===== src/rtl/sram_ctrl_pkg.sv =====
// ---------------------------------------------------------------------------
// sram_ctrl_pkg
// Shared types and helpers for the SRAM block access controller.
//   state_e : bus-cycle states (IDLE, WAIT, ACK, BERR)
//   WS_W    : width of the wait-state counter (covers 0..15 wait cycles)
//   clog2   : constant-friendly ceiling log2. The block index width is
//             clog2(NUM_BLOCKS); it is derived inside the controller because
//             NUM_BLOCKS is a per-instance parameter.
// ---------------------------------------------------------------------------
package sram_ctrl_pkg;

  typedef enum logic [1:0] {
    IDLE = 2'd0,
    WAIT = 2'd1,
    ACK  = 2'd2,
    BERR = 2'd3
  } state_e;

  localparam int WS_W = 4;

  function automatic int clog2(input int value);
    int result;
    result = 0;
    while ((1 << result) < value) begin
      result = result + 1;
    end
    return result;
  endfunction

endpackage


===== src/rtl/sram_wait_counter.sv =====
// ---------------------------------------------------------------------------
// sram_wait_counter
// Down-counter that times the wait states of one SRAM bus cycle.
// Ports:
//   Clock      in  system clock, rising edge
//   Reset_H    in  synchronous reset, active-high, clears the count
//   load       in  load load_value on the next edge (wins over dec)
//   load_value in  WS_W-bit value to load
//   dec        in  decrement on the next edge; saturates at zero
//   zero       out high while the registered count equals zero
// ---------------------------------------------------------------------------
module sram_wait_counter
  import sram_ctrl_pkg::*;
(
  input  logic            Clock,
  input  logic            Reset_H,
  input  logic            load,
  input  logic [WS_W-1:0] load_value,
  input  logic            dec,
  output logic            zero
);

  logic [WS_W-1:0] count_q;
  logic [WS_W-1:0] count_d;

  always_comb begin
    count_d = count_q;
    if (load) begin
      count_d = load_value;
    end else if (dec && (count_q != '0)) begin
      count_d = count_q - WS_W'(1);
    end
  end

  always_ff @(posedge Clock) begin
    if (Reset_H) begin
      count_q <= '0;
    end else begin
      count_q <= count_d;
    end
  end

  assign zero = (count_q == '0);

endmodule


===== src/rtl/sram_block_access_ctrl.sv =====
// ---------------------------------------------------------------------------
// sram_block_access_ctrl
// Registered SRAM block decoder and 68k bus-cycle controller. An access is
// accepted when the address strobe and the SRAM region decode are both
// active; the block index, direction and write-protect decision are frozen
// on that edge. The controller then drives a one-hot block select, inserts
// WAIT_STATES wait cycles and acknowledges with Dtack_L, or answers a write
// to a protected block with Berr_L.
// Ports:
//   Clock         in   system clock, rising edge
//   Reset_H       in   synchronous reset, active-high
//   Address       in   ADDR_W lower 68k address lines; top BLK_W bits = block
//   SRamSelect_H  in   top-level decode says the access targets SRAM
//   AS_L          in   68k address strobe, active-low
//   RW_H          in   1 = read, 0 = write
//   WrProtect_H   in   bit n write-protects block n
//   Block_H       out  one-hot block select (registered)
//   SramOE_L      out  SRAM output enable for reads (registered)
//   SramWE_L      out  SRAM write enable for writes (registered)
//   Dtack_L       out  data acknowledge (registered)
//   Berr_L        out  bus error (registered)
//   Busy_H        out  high whenever a bus cycle is in progress (registered)
// ---------------------------------------------------------------------------
module sram_block_access_ctrl
  import sram_ctrl_pkg::*;
#(
  parameter int ADDR_W      = 17,
  parameter int NUM_BLOCKS  = 4,
  parameter int WAIT_STATES = 1
) (
  input  logic                  Clock,
  input  logic                  Reset_H,
  input  logic [ADDR_W-1:0]     Address,
  input  logic                  SRamSelect_H,
  input  logic                  AS_L,
  input  logic                  RW_H,
  input  logic [NUM_BLOCKS-1:0] WrProtect_H,
  output logic [NUM_BLOCKS-1:0] Block_H,
  output logic                  SramOE_L,
  output logic                  SramWE_L,
  output logic                  Dtack_L,
  output logic                  Berr_L,
  output logic                  Busy_H
);

  localparam int BLK_W = clog2(NUM_BLOCKS);
  // The counter holds the number of wait cycles still to go after the first.
  localparam logic [WS_W-1:0] WS_LOAD =
    WS_W'((WAIT_STATES > 0) ? (WAIT_STATES - 1) : 0);

  state_e state_q, state_d;
  logic [BLK_W-1:0] blk_q, blk_d;
  logic rw_q, rw_d;
  logic seen_high_q, seen_high_d;

  logic [NUM_BLOCKS-1:0] block_q, block_d;
  logic oe_l_q, oe_l_d;
  logic we_l_q, we_l_d;
  logic dtack_l_q, dtack_l_d;
  logic berr_l_q, berr_l_d;
  logic busy_q, busy_d;

  logic [BLK_W-1:0] addr_blk;
  logic start;
  logic cnt_load;
  logic cnt_dec;
  logic cnt_zero;

  // Shifting the whole address keeps every address line in the expression.
  assign addr_blk = BLK_W'(Address >> (ADDR_W - BLK_W));

  // A new access needs the strobe to have been seen high since the last one
  // started (or since reset), so a strobe held low never retriggers.
  assign start = (state_q == IDLE) && !AS_L && SRamSelect_H && seen_high_q;

  sram_wait_counter u_wait_counter (
    .Clock      (Clock),
    .Reset_H    (Reset_H),
    .load       (cnt_load),
    .load_value (WS_LOAD),
    .dec        (cnt_dec),
    .zero       (cnt_zero)
  );

  // State and output registers.
  always_ff @(posedge Clock) begin
    if (Reset_H) begin
      state_q     <= IDLE;
      blk_q       <= '0;
      rw_q        <= 1'b1;
      seen_high_q <= 1'b0;
      block_q     <= '0;
      oe_l_q      <= 1'b1;
      we_l_q      <= 1'b1;
      dtack_l_q   <= 1'b1;
      berr_l_q    <= 1'b1;
      busy_q      <= 1'b0;
    end else begin
      state_q     <= state_d;
      blk_q       <= blk_d;
      rw_q        <= rw_d;
      seen_high_q <= seen_high_d;
      block_q     <= block_d;
      oe_l_q      <= oe_l_d;
      we_l_q      <= we_l_d;
      dtack_l_q   <= dtack_l_d;
      berr_l_q    <= berr_l_d;
      busy_q      <= busy_d;
    end
  end

  // Next-state logic. Block, direction and protect decision are captured
  // only on the start edge; later input changes cannot affect the cycle.
  always_comb begin
    state_d     = state_q;
    blk_d       = blk_q;
    rw_d        = rw_q;
    seen_high_d = seen_high_q | AS_L;
    cnt_load    = 1'b0;
    cnt_dec     = 1'b0;
    unique case (state_q)
      IDLE: begin
        if (start) begin
          blk_d       = addr_blk;
          rw_d        = RW_H;
          seen_high_d = 1'b0;
          cnt_load    = 1'b1;
          if (!RW_H && WrProtect_H[addr_blk]) begin
            state_d = BERR;
          end else if (WAIT_STATES == 0) begin
            state_d = ACK;
          end else begin
            state_d = WAIT;
          end
        end
      end
      WAIT: begin
        // Releasing the strobe here aborts the cycle without an acknowledge.
        if (AS_L) begin
          state_d = IDLE;
        end else if (cnt_zero) begin
          state_d = ACK;
        end else begin
          cnt_dec = 1'b1;
        end
      end
      ACK, BERR: begin
        if (AS_L) begin
          state_d = IDLE;
        end
      end
      default: state_d = IDLE;
    endcase
  end

  // Output decode from the next state, so every output is a plain flop and
  // changes on the same edge as the state it belongs to.
  always_comb begin
    block_d   = '0;
    oe_l_d    = 1'b1;
    we_l_d    = 1'b1;
    dtack_l_d = 1'b1;
    berr_l_d  = 1'b1;
    busy_d    = (state_d != IDLE);
    unique case (state_d)
      WAIT, ACK: begin
        block_d   = NUM_BLOCKS'(1) << blk_d;
        oe_l_d    = ~rw_d;
        we_l_d    = rw_d;
        dtack_l_d = (state_d != ACK);
      end
      BERR: begin
        berr_l_d = 1'b0;
      end
      default: begin
      end
    endcase
  end

  assign Block_H  = block_q;
  assign SramOE_L = oe_l_q;
  assign SramWE_L = we_l_q;
  assign Dtack_L  = dtack_l_q;
  assign Berr_L   = berr_l_q;
  assign Busy_H   = busy_q;

endmodule

===== config.mk =====
export PLATFORM = sky130hd
export DESIGN_NAME = sram_block_access_ctrl
export DESIGN_NICKNAME = d
export VERILOG_FILES = /design/src/rtl/sram_ctrl_pkg.sv /design/src/rtl/sram_wait_counter.sv /design/src/rtl/sram_block_access_ctrl.sv
export SDC_FILE = /design/constraint.sdc
export NUM_CORES = 1
export LEC_CHECK = 0
export BUFFER_PORTS_ARGS = -buffer_cell sky130_fd_sc_hd__buf_2
export CELL_PAD_IN_SITES_DETAIL_PLACEMENT = 0
export CELL_PAD_IN_SITES_GLOBAL_PLACEMENT = 1
export CORE_MARGIN = 2
export CORE_UTILIZATION = 35
export CTS_CLUSTER_DIAMETER = 30
export DETAILED_ROUTE_END_ITERATION = 8
export PLACE_DENSITY = 0.82
export SETUP_SLACK_MARGIN = 0.5
export SYNTH_ARGS = -nofsm -noshare
export SYNTH_HDL_FRONTEND = slang
export SYNTH_HIERARCHICAL = 1
export SYNTH_SLANG_ARGS = --single-unit

===== constraint.sdc =====
create_clock -name Clock -period 2.73 [get_ports Clock]
set_input_delay 0.4095 -clock Clock [delete_from_list [all_inputs] [get_ports Clock]]
set_output_delay 0.4095 -clock Clock [all_outputs]
set_load 0.05 [all_outputs]

==> impl_metrics.ini, run 1 <==
[global_routing]
grt_antenna_before_repair = 0
grt_pass1_vias = 792
grt_first_pass_wirelength_mm = 3.387
grt_max_degree = 24
grt_overflow = 0
gr-usage-all-layers_pct = 13.21

[logic_synthesis]
synthCells = 104
syn-cell-area_sq_um = 992.2
async_reset_ff_share_pct = 0
synth.yosys.seq_area_share_pct = 38.34
ys_types = 35
synthFlopType = dfxtp_1
synth_compound_area_share_pct = 20.30
ys_seq_elements = 19
synth-xor-area-share_pct = 0
synthAdderAreaFrac_pct = 5.044
avgSynthCellArea_sq_um = 9.540
synth_mux_area_share_pct = 3.279
synth-edff-count = 0
yosys.area_share.simple_pct = 27.24
synth_top_family_by_area = simple AND/OR/NAND/NOR gates
synth-warning-count = 6

[floorplan]
die_h_um = 57.25
ios = 35
row_count = 19
start_util_pct = 36.29
fp.dieW_um = 57.25
coreArea_sq_um = 2734
fp.dieArea_sq_um = 3277

[power_and_ir_drop]
power_density_nw_per_um2 = 423.8
p_leak_nw = 0.4718
peakVddDrop_uv = 393.1

[worst_hold_path]
min_from = Address[15]
hold_class = in -> reg
whs_endpoint = blk_q[0]$_SDFF_PP0_
hold_depth = 3

[clocking]
worstSkewPairLatency_ns = 0.30
clk_pin_slew_worst_paths_ns = 0.11
cts_buffer_depth = 2
cts_made_buffers = 3
ctsHoldBuffers = 0
cts_sinks = 19
cts_tree = done
htreeDepth = 1
cts-root-buf = clkbuf_4

[cells_and_area]
area_delta_synth_final_pct = 23.96
drive_gt1_share_pct = 36.09
nFillCells = 263
finalInstanceArea_sq_um = 1230
fin_cells = 164
fin_nets = 164
antennaDiodeCount = 0

[timing]
skew_ns = 0.003470
fin_tns_setup_ns = 0
final_hold_viol_count = 0
fmax_mhz = 464.0
min_period_ns = 2.155
slew_viol_final = 0
setup_ws_ns = 0.5750
final-setup-viol-count = 0
hold_ws_ns = 0.4227
post-route-period-util_pct = 78.94
rsz0062_at_grt = false

[worst_setup_path]
cp-end-kind = flop
slowest_delay_ns = 0.40
crit_required_ns = 2.94
path_max_fanout = 5
startpoint_type = flop
r2r_cells = 10
r2r_end = SramOE_L$_SDFF_PP1_
worstReg2RegStart = u_wait_counter/count_q[0]$_SDFFE_PP0P_
crit_type = reg -> reg
cpMaxStageDelayCell = or3b_4
r2r_setup_slack_ns = 0.57
crit_chain = inv_2, ha_4, or3b_4, inv_4, a21oi_1, nor2_1, a21o_1, ha_4, or2_4, a21o_1
cp.arrival_ns = 2.36

[placed_design]
place_ws_ns = 0.3526
placed_area_sq_um = 1122
dp_hpwl_mm = 1.407
gp_congestion = 0.7601
dp.cells = 154
io_buffer_count = 19

[job]
maxCapViolCount = 0

[detailed_routing]
drtAntennaViolNets = 0
avgViaCountPerCell = 5.280
wl_per_cell_um = 12.64
drt_iter0_markers = 18
drc = 0
firstDrtPassIters = 4
routed_wl_mm = 2.073
dr_total_vias = 866

[outcome]
outcome = finished clean
cell families after synthesis:
| family | Yosys count |
|---|---|
| simple gates | 40 |
| flops | 19 |
| compound gates | 29 |
| mux | 2 |
| other cells | 1 |
| fa+ha+maj | 4 |
| buf+inv | 9 |
cells in the final DEF (no fill, tap or decap), drive strengths merged:
master / instances
and4bb: 1
or3b: 2
o211ai: 1
nor2b: 1
dfxtp: 19
mux4: 1
a311oi: 2
inv: 5
a311o: 1
a21o: 4
nor4b: 2
nand3: 2
clkinv: 1
conb: 4
clkbuf: 3
nand4bb: 1
nor2: 12
and2b: 1
o21ai: 7
nand2b: 1
mux2i: 1
a2111oi: 1
nor3: 3
or4b: 2
ha: 4
a21oi: 10
nand4b: 2
buf: 26
a31o: 1
or4: 1
nand2: 4
or2: 1
nand3b: 4
a211oi: 2
synthesized netlist by cell type (all sizes together) (3+ instances only):
cell | instances | area (sq um)
dfxtp | 19 | 380.4
nor2 | 12 | 45.04
a21oi | 10 | 50.05
o21ai | 7 | 35.03
inv | 5 | 18.77
a21o | 4 | 30.03
clkbuf | 4 | 35.04
ha | 4 | 50.05
nand2 | 4 | 15.01
nand3b | 4 | 30.03
nor3 | 3 | 15.01
final cells by class:
| cell class | count | area (sq um) | area share (%) |
|---|---|---|---|
| inverters | 5 | 23.77 | 1.933 |
| multi-input cells | 79 | 606.8 | 49.34 |
| repair buffers | 26 | 147.6 | 12.00 |
| clock buffers | 3 | 22.52 | 1.831 |
| clock inverters | 1 | 5.005 | 0.4069 |
| well taps | 31 | 38.79 | 3.154 |
| flip-flops and latches | 19 | 385.4 | 31.33 |
metal layers:
metal  vias up  GRT usage [%]  share of wire (%)
met3         2          4.082                5.1
met2        18          24.14                 52
met4         0          2.990               0.48
met5         -              0                  0
li1        436              -                  -
met1       410          15.04                 42
report_power, final:
group / total (mW) / leakage, nW / internal, mW / switching (mW)
combinational: 0.0883 / 0.299 / 0.0367 / 0.0516
clock: 0.143 / 0.0177 / 0.0545 / 0.0882
sequential: 0.290 / 0.156 / 0.284 / 0.00601
through the flow:
stage,power [mW],util (%)
floorplan,0.3540,-
global placement,0.3721,41.05
detailed placement,0.3747,41.05
CTS,0.5237,43.39
global route,0.5546,44.99
finish,0.5212,44.99
worst max-delay path, delay by kind of cell (launching register included):
| kind | cells | cell delay (ns) |
|---|---|---|
| and+or+nand+nor | 3 | 0.82 |
| buffers and inverters | 2 | 0.15 |
| adders and majority gates | 2 | 0.37 |
| AOI/OAI and AO/OA | 3 | 0.40 |
| DFF | 1 | 0.34 |
worst max-delay path by stage:
stage,start,endpoint,cells after the start,slack (ns)
2_1_floorplan,u_wait_counter/count_q[0]$_SDFFE_PP0P_,SramOE_L$_SDFF_PP1_,10,0.52
4_1_cts,u_wait_counter/count_q[0]$_SDFFE_PP0P_,SramOE_L$_SDFF_PP1_,10,0.51
3_3_place_gp,u_wait_counter/count_q[0]$_SDFFE_PP0P_,SramOE_L$_SDFF_PP1_,10,0.39
3_5_place_dp,u_wait_counter/count_q[0]$_SDFFE_PP0P_,SramOE_L$_SDFF_PP1_,10,0.35
6_report,u_wait_counter/count_q[0]$_SDFFE_PP0P_,SramOE_L$_SDFF_PP1_,10,0.57
5_1_grt,u_wait_counter/count_q[0]$_SDFFE_PP0P_,SramOE_L$_SDFF_PP1_,10,0.49
state kept, by name, indices dropped and copies added, names as in the netlist:
name / flops
Block_H: 4
u_wait_counter/count_q: 4
blk_q: 2
state_q: 2
Berr_L: 1
Busy_H: 1
Dtack_L: 1
SramOE_L: 1
SramWE_L: 1
rw_q: 1
seen_high_q: 1
repair_timing:
item	in CTS	in global routing
pin swaps	3	5
setup endpoints to repair	5	5
resized for setup	3	6
buffers inserted	3	3
No activity file was read; power rests on OpenSTA's default activity.
==> inputs of run 2 (changes only) <==
==> constraint.sdc (replaced) <==
create_clock -name Clock -period 2.1 [get_ports Clock]
set_input_delay 0.315 -clock Clock [delete_from_list [all_inputs] [get_ports Clock]]
set_output_delay 0.315 -clock Clock [all_outputs]
set_load 0.05 [all_outputs]
==> run 2 against run 1 <==
Total power rose by 36%; clock power grew 34%; first-iteration DRC count grew 17%; setup slack got worse by 0.56 ns; count of clock-buffer cells in the layout unchanged; worst hold slack worse by 0.10 ns; die area unchanged; register-to-register slack lost 0.56 ns; critical path depth is the same; non-clock buffer count increased by 9; largest power group unchanged.
==> impl_metrics.ini, run 2 (synthesis results as in run 1) <==
[outcome]
outcome = finished clean

[global_routing]
gr-usage-all-layers_pct = 13.96
grt_overflow = 0
grt_max_degree = 24
grt_pass1_vias = 802
grt_antenna_before_repair = 0
grt_first_pass_wirelength_mm = 3.629

[timing]
slew_viol_final = 0
skew_ns = 0.001071
min_period_ns = 2.090
post-route-period-util_pct = 99.51
fmax_mhz = 478.5
setup_ws_ns = 0.01020
final_hold_viol_count = 0
final-setup-viol-count = 0
fin_tns_setup_ns = 0
rsz0062_at_grt = true

[worst_setup_path]
worstReg2RegStart = u_wait_counter/count_q[1]$_SDFFE_PP0P_
crit_required_ns = 2.31
cpMaxStageDelayCell = or3b_4
path_max_fanout = 5
cp-end-kind = flop
slowest_delay_ns = 0.39
cp-startpoint = u_wait_counter/count_q[1]$_SDFFE_PP0P_
cp.arrival_ns = 2.30
critPathTopFamily = simple AND/OR/NAND/NOR gates
startpoint_type = flop
r2r_setup_slack_ns = 0.01
r2r_cells = 10
path_buf_inv = 2
crit_type = reg -> reg
critical_path_depth = 10
crit_chain = inv_2, ha_4, or3b_4, inv_4, a21oi_2, nor2_1, a21o_1, ha_4, or2_4, a21o_1

[detailed_routing]
avgViaCountPerCell = 5.243
drc = 0
drtAntennaViolNets = 0
dr_total_vias = 907
routed_wl_mm = 2.214
drt_iter0_markers = 21
firstDrtPassIters = 4
wl_per_cell_um = 12.80

[power_and_ir_drop]
power_density_nw_per_um2 = 528.0
p_leak_nw = 0.5127
peakVddDrop_uv = 491.1
power.total_mw = 0.7082

[placed_design]
io_buffer_count = 19
place_ws_ns = -0.002451
gp_congestion = 0.7407
dp.cells = 161
dp_hpwl_mm = 1.553

[clocking]
worstSkewPairLatency_ns = 0.30
cts-root-buf = clkbuf_4
cts_made_buffers = 3
clk_pin_slew_worst_paths_ns = 0.11
cts_tree = done
cts_sinks = 19
htreeDepth = 1
ctsHoldBuffers = 0
cts_buffer_depth = 2

[cells_and_area]
fin_cells = 173
final_util_pct = 49.06
area_delta_synth_final_pct = 35.18
layout_common_cells = buf_2, dfxtp_1, buf_4
antennaDiodeCount = 0
fin_nets = 173
drive_gt1_share_pct = 45.07
final_common_cell = buf_2

[floorplan]
row_count = 19
die_h_um = 57.25
fp.dieW_um = 57.25
ios = 35
fp.dieArea_sq_um = 3277
coreArea_sq_um = 2734
start_util_pct = 36.29

[worst_hold_path]
min_from = Address[16]
hold_depth = 3
hold_class = in -> reg

[job]
maxCapViolCount = 0
run 2: worst paths after layout:
| check | end |
|---|---|
| worst max-delay path | SramOE_L$_SDFF_PP1_ |
| worst min-delay path | blk_q[1]$_SDFF_PP0_ |
| worst max register to register | SramOE_L$_SDFF_PP1_ |
| worst min register to register | Block_H[3]$_SDFF_PP0_ |
run 2: repair_timing:
action,4_1_cts,5_1_grt
gates resized for setup,6,4
setup buffers,5,3
pin swaps,7,4
setup endpoints to repair,13,14
run 2: where the power goes:
part	switching (mW)	leakage [nW]	internal (mW)	total (mW)
combinational	0.0765	0.340	0.0627	0.139
clock	0.120	0.0177	0.0711	0.191
sequential	0.00781	0.155	0.370	0.378
run 2: routing by layer:
metal	routed length (um)	global-route usage (%)	vias to the layer above
met5	0	0	-
met4	13	2.658	0
met3	97	4.082	3
met2	1164	25.12	17
met1	938	16.57	433
li1	-	-	454
run 2: worst min-delay path: stages:
cell	delay, ns
buf_2	0.14
nand3b_1	0.08
a21oi_1	0.05
run 2: stage by stage:
step	hold WS (ns)	area (sq um)
floorplan	0.3871	1039
global placement	0.5042	1197
detailed placement	0.5151	1197
CTS	0.3171	1301
global route	0.3317	1341
finish	0.3229	1341
run 2: layout make-up:
type	instances	area, sq um
repair buffers	35	219.0
flip-flops and latches	19	382.9
well taps	31	38.79
clock buffers	3	22.52
clock inverters	1	5.005
inverters	5	21.27
multi-input cells	79	651.9
fillers	268	1393
==> inputs of run 3 (changes only) <==
--- a/config.mk
+++ b/config.mk
@@ -5,11 +5,12 @@
 export SDC_FILE = /design/constraint.sdc
 export NUM_CORES = 1
 export LEC_CHECK = 0
+export ABC_AREA = 1
 export BUFFER_PORTS_ARGS = -buffer_cell sky130_fd_sc_hd__buf_2
 export CELL_PAD_IN_SITES_DETAIL_PLACEMENT = 0
 export CELL_PAD_IN_SITES_GLOBAL_PLACEMENT = 1
 export CORE_MARGIN = 2
-export CORE_UTILIZATION = 35
+export CORE_UTILIZATION = 32
 export CTS_CLUSTER_DIAMETER = 30
 export DETAILED_ROUTE_END_ITERATION = 8
 export PLACE_DENSITY = 0.82
==> run 3 against run 2 <==
Clock power fell by 4%; non-clock buffer count fell by 5; utilization decreased by 3.4 points; final cell count up 8.7%; routed wire length fell by 21%; sequential cell count unchanged; synthesized cell count rose by 15%; critical path type unchanged; largest power group unchanged.
==> impl_metrics.ini, run 3 <==
[clocking]
htreeDepth = 1
clk_pin_slew_worst_paths_ns = 0.10
cts_buffer_depth = 2
cts_sinks = 19
ctsHoldBuffers = 0
worstSkewPairLatency_ns = 0.29
cts_tree = done
cts-root-buf = clkbuf_4
cts_made_buffers = 3

[floorplan]
coreArea_sq_um = 2710
row_count = 19
start_util_pct = 33.24
fp.dieArea_sq_um = 3256
fp.dieW_um = 57.06
ios = 35
die_h_um = 57.06

[placed_design]
dp.cells = 173
gp_congestion = 0.7431
io_buffer_count = 19
dp_hpwl_mm = 1.328

[global_routing]
grt_pass1_vias = 769
grt_max_degree = 11
grt_first_pass_wirelength_mm = 3.077
gr-usage-all-layers_pct = 11.70
grt_antenna_before_repair = 0
grt_overflow = 0

[worst_hold_path]
hold_class = in -> reg

[worst_setup_path]
path_max_fanout = 5
cp.arrival_ns = 1.90
critPathTopFamily = simple AND/OR/NAND/NOR gates
crit_required_ns = 2.34
slowest_delay_ns = 0.35
path_buf_inv = 2
crit_type = reg -> reg
cp-end-kind = flop
startpoint_type = flop
cpMaxStageDelayCell = dfxtp_2
crit_chain = inv_2, ha_4, nand3_4, inv_2, or2_4, nand2_4, nand2_4, ha_4, nor2_4, nand3_2, nor2_1

[timing]
fmax_mhz = 601.7
fin_tns_setup_ns = 0
final_hold_viol_count = 0
min_period_ns = 1.662
final-setup-viol-count = 0
skew_ns = 0.001102
slew_viol_final = 0
post-route-period-util_pct = 79.14
rsz0062_at_grt = true

[logic_synthesis]
synth-warning-count = 6
synthTopCellsByArea = dfxtp_1, nand2_1, inv_1
async_reset_ff_share_pct = 0
ys_seq_elements = 19
synthFlopType = dfxtp_1
synth.yosys.seq_area_share_pct = 42.22
synth_common_cells = nand2_1, dfxtp_1, inv_1, nor2_1, nand3_1
synth_top_area_cell = dfxtp_1
ys_types = 24
syn-cell-area_sq_um = 900.9
synth_top_cell_area_share_pct = 42.22
synthCells = 120
synth-edff-count = 0
synth.most_common_cell = nand2_1
avgSynthCellArea_sq_um = 7.507

[cells_and_area]
final_util_pct = 45.66
fin_nets = 188
layout_common_cells = nand2_1, buf_2, dfxtp_1
fin_cells = 188
final_common_cell = nand2_1
area_delta_synth_final_pct = 37.36
antennaDiodeCount = 0
drive_gt1_share_pct = 40.13

[power_and_ir_drop]
power_density_nw_per_um2 = 547.5
switching_share_pct = 27.00
p_int_mw = 0.4946
seq_power_share_pct = 55.3
p_sw_mw = 0.1830
combPwrFrac_pct = 17.7
peakVddDrop_uv = 362.5
power.share.clock_pct = 27.0
p_leak_nw = 0.6256

[detailed_routing]
avgViaCountPerCell = 4.372
firstDrtPassIters = 4
wl_per_cell_um = 9.303
drc = 0
dr_total_vias = 822
routed_wl_mm = 1.749
drt_iter0_markers = 14
drtAntennaViolNets = 0

[job]
maxCapViolCount = 0

[outcome]
outcome = finished clean
run 3: power by group through the flow:
stage | Sequential, mW | Combinational, mW | Clock [mW]
after floorplan | 0.391 | 0.0644 | 0
after global placement | 0.383 | 0.0981 | 0
after detailed placement | 0.384 | 0.100 | 0
after CTS | 0.375 | 0.112 | 0.190
after global routing | 0.376 | 0.134 | 0.203
final | 0.375 | 0.120 | 0.183
run 3: logic make-up (layout without fill, tap and decap cells):
logic type               Yosys count  in the layout  share of synthesized area (%)
flip-flops                        19             19                          42.22
XOR/XNOR                           1              1                         0.9724
other                              1              4                         0.4163
adder cells (fa/ha/maj)            4              4                          5.556
buffers and inverters             23             57                          9.721
AO/OA/AOI/OAI                     13             13                          8.890
AND/OR/NAND/NOR                   59             59                          32.22
run 3: metal layers:
layer	share of wire [%]	GRT usage [%]
met1	46	14.29
met2	49	20.20
met3	3.2	1.361
met4	2.6	5.980
met5	0	0
run 3: worst paths after layout:
| path | from | to | slack, ns | depth (start not counted) |
|---|---|---|---|---|
| worst max-delay path | u_wait_counter/count_q[0]$_SDFFE_PP0P_ | Block_H[1]$_SDFF_PP0_ | 0.44 | 11 |
| worst min-delay path | RW_H | rw_q$_SDFF_PP1_ | 0.25 | 3 |
| worst max register to register | u_wait_counter/count_q[0]$_SDFFE_PP0P_ | Block_H[1]$_SDFF_PP0_ | 0.44 | 11 |
| worst min register to register | u_wait_counter/count_q[3]$_SDFFE_PP0P_ | u_wait_counter/count_q[3]$_SDFFE_PP0P_ | 0.51 | 2 |
run 3: through the flow:
stage / area, sq um / hold WS, ns / total power [mW] / worst slack, ns
finish: 1237 / 0.2533 / 0.6775 / 0.4382
global route: 1237 / 0.2514 / 0.7129 / 0.3292
CTS: 1202 / 0.2500 / 0.6762 / 0.4217
detailed placement: 1101 / 0.4940 / 0.4841 / 0.3630
global placement: 1101 / 0.4812 / 0.4811 / 0.3904
floorplan: 967.2 / 0.3774 / 0.4554 / 0.5026
run 3: area by class of cell:
cell class,instances,area (sq um)
clock buffer,4,26.28
fill,273,1473
inverter,23,88.84
multi-input combinational,81,523.0
sequential,19,382.9
tap,31,38.79
timing repair buffer,30,177.7
run 3: repair_timing:
item                                    4_1_cts  5_1_grt
endpoints found under the setup margin       10       12
pin swaps                                     6        6
buffers inserted                              8        3
gates resized for setup                       4        5
run 3: worst min-delay path: stages:
cell and delay, ns:
buf_2 0.10, o21ai_2 0.06, nand2_1 0.05
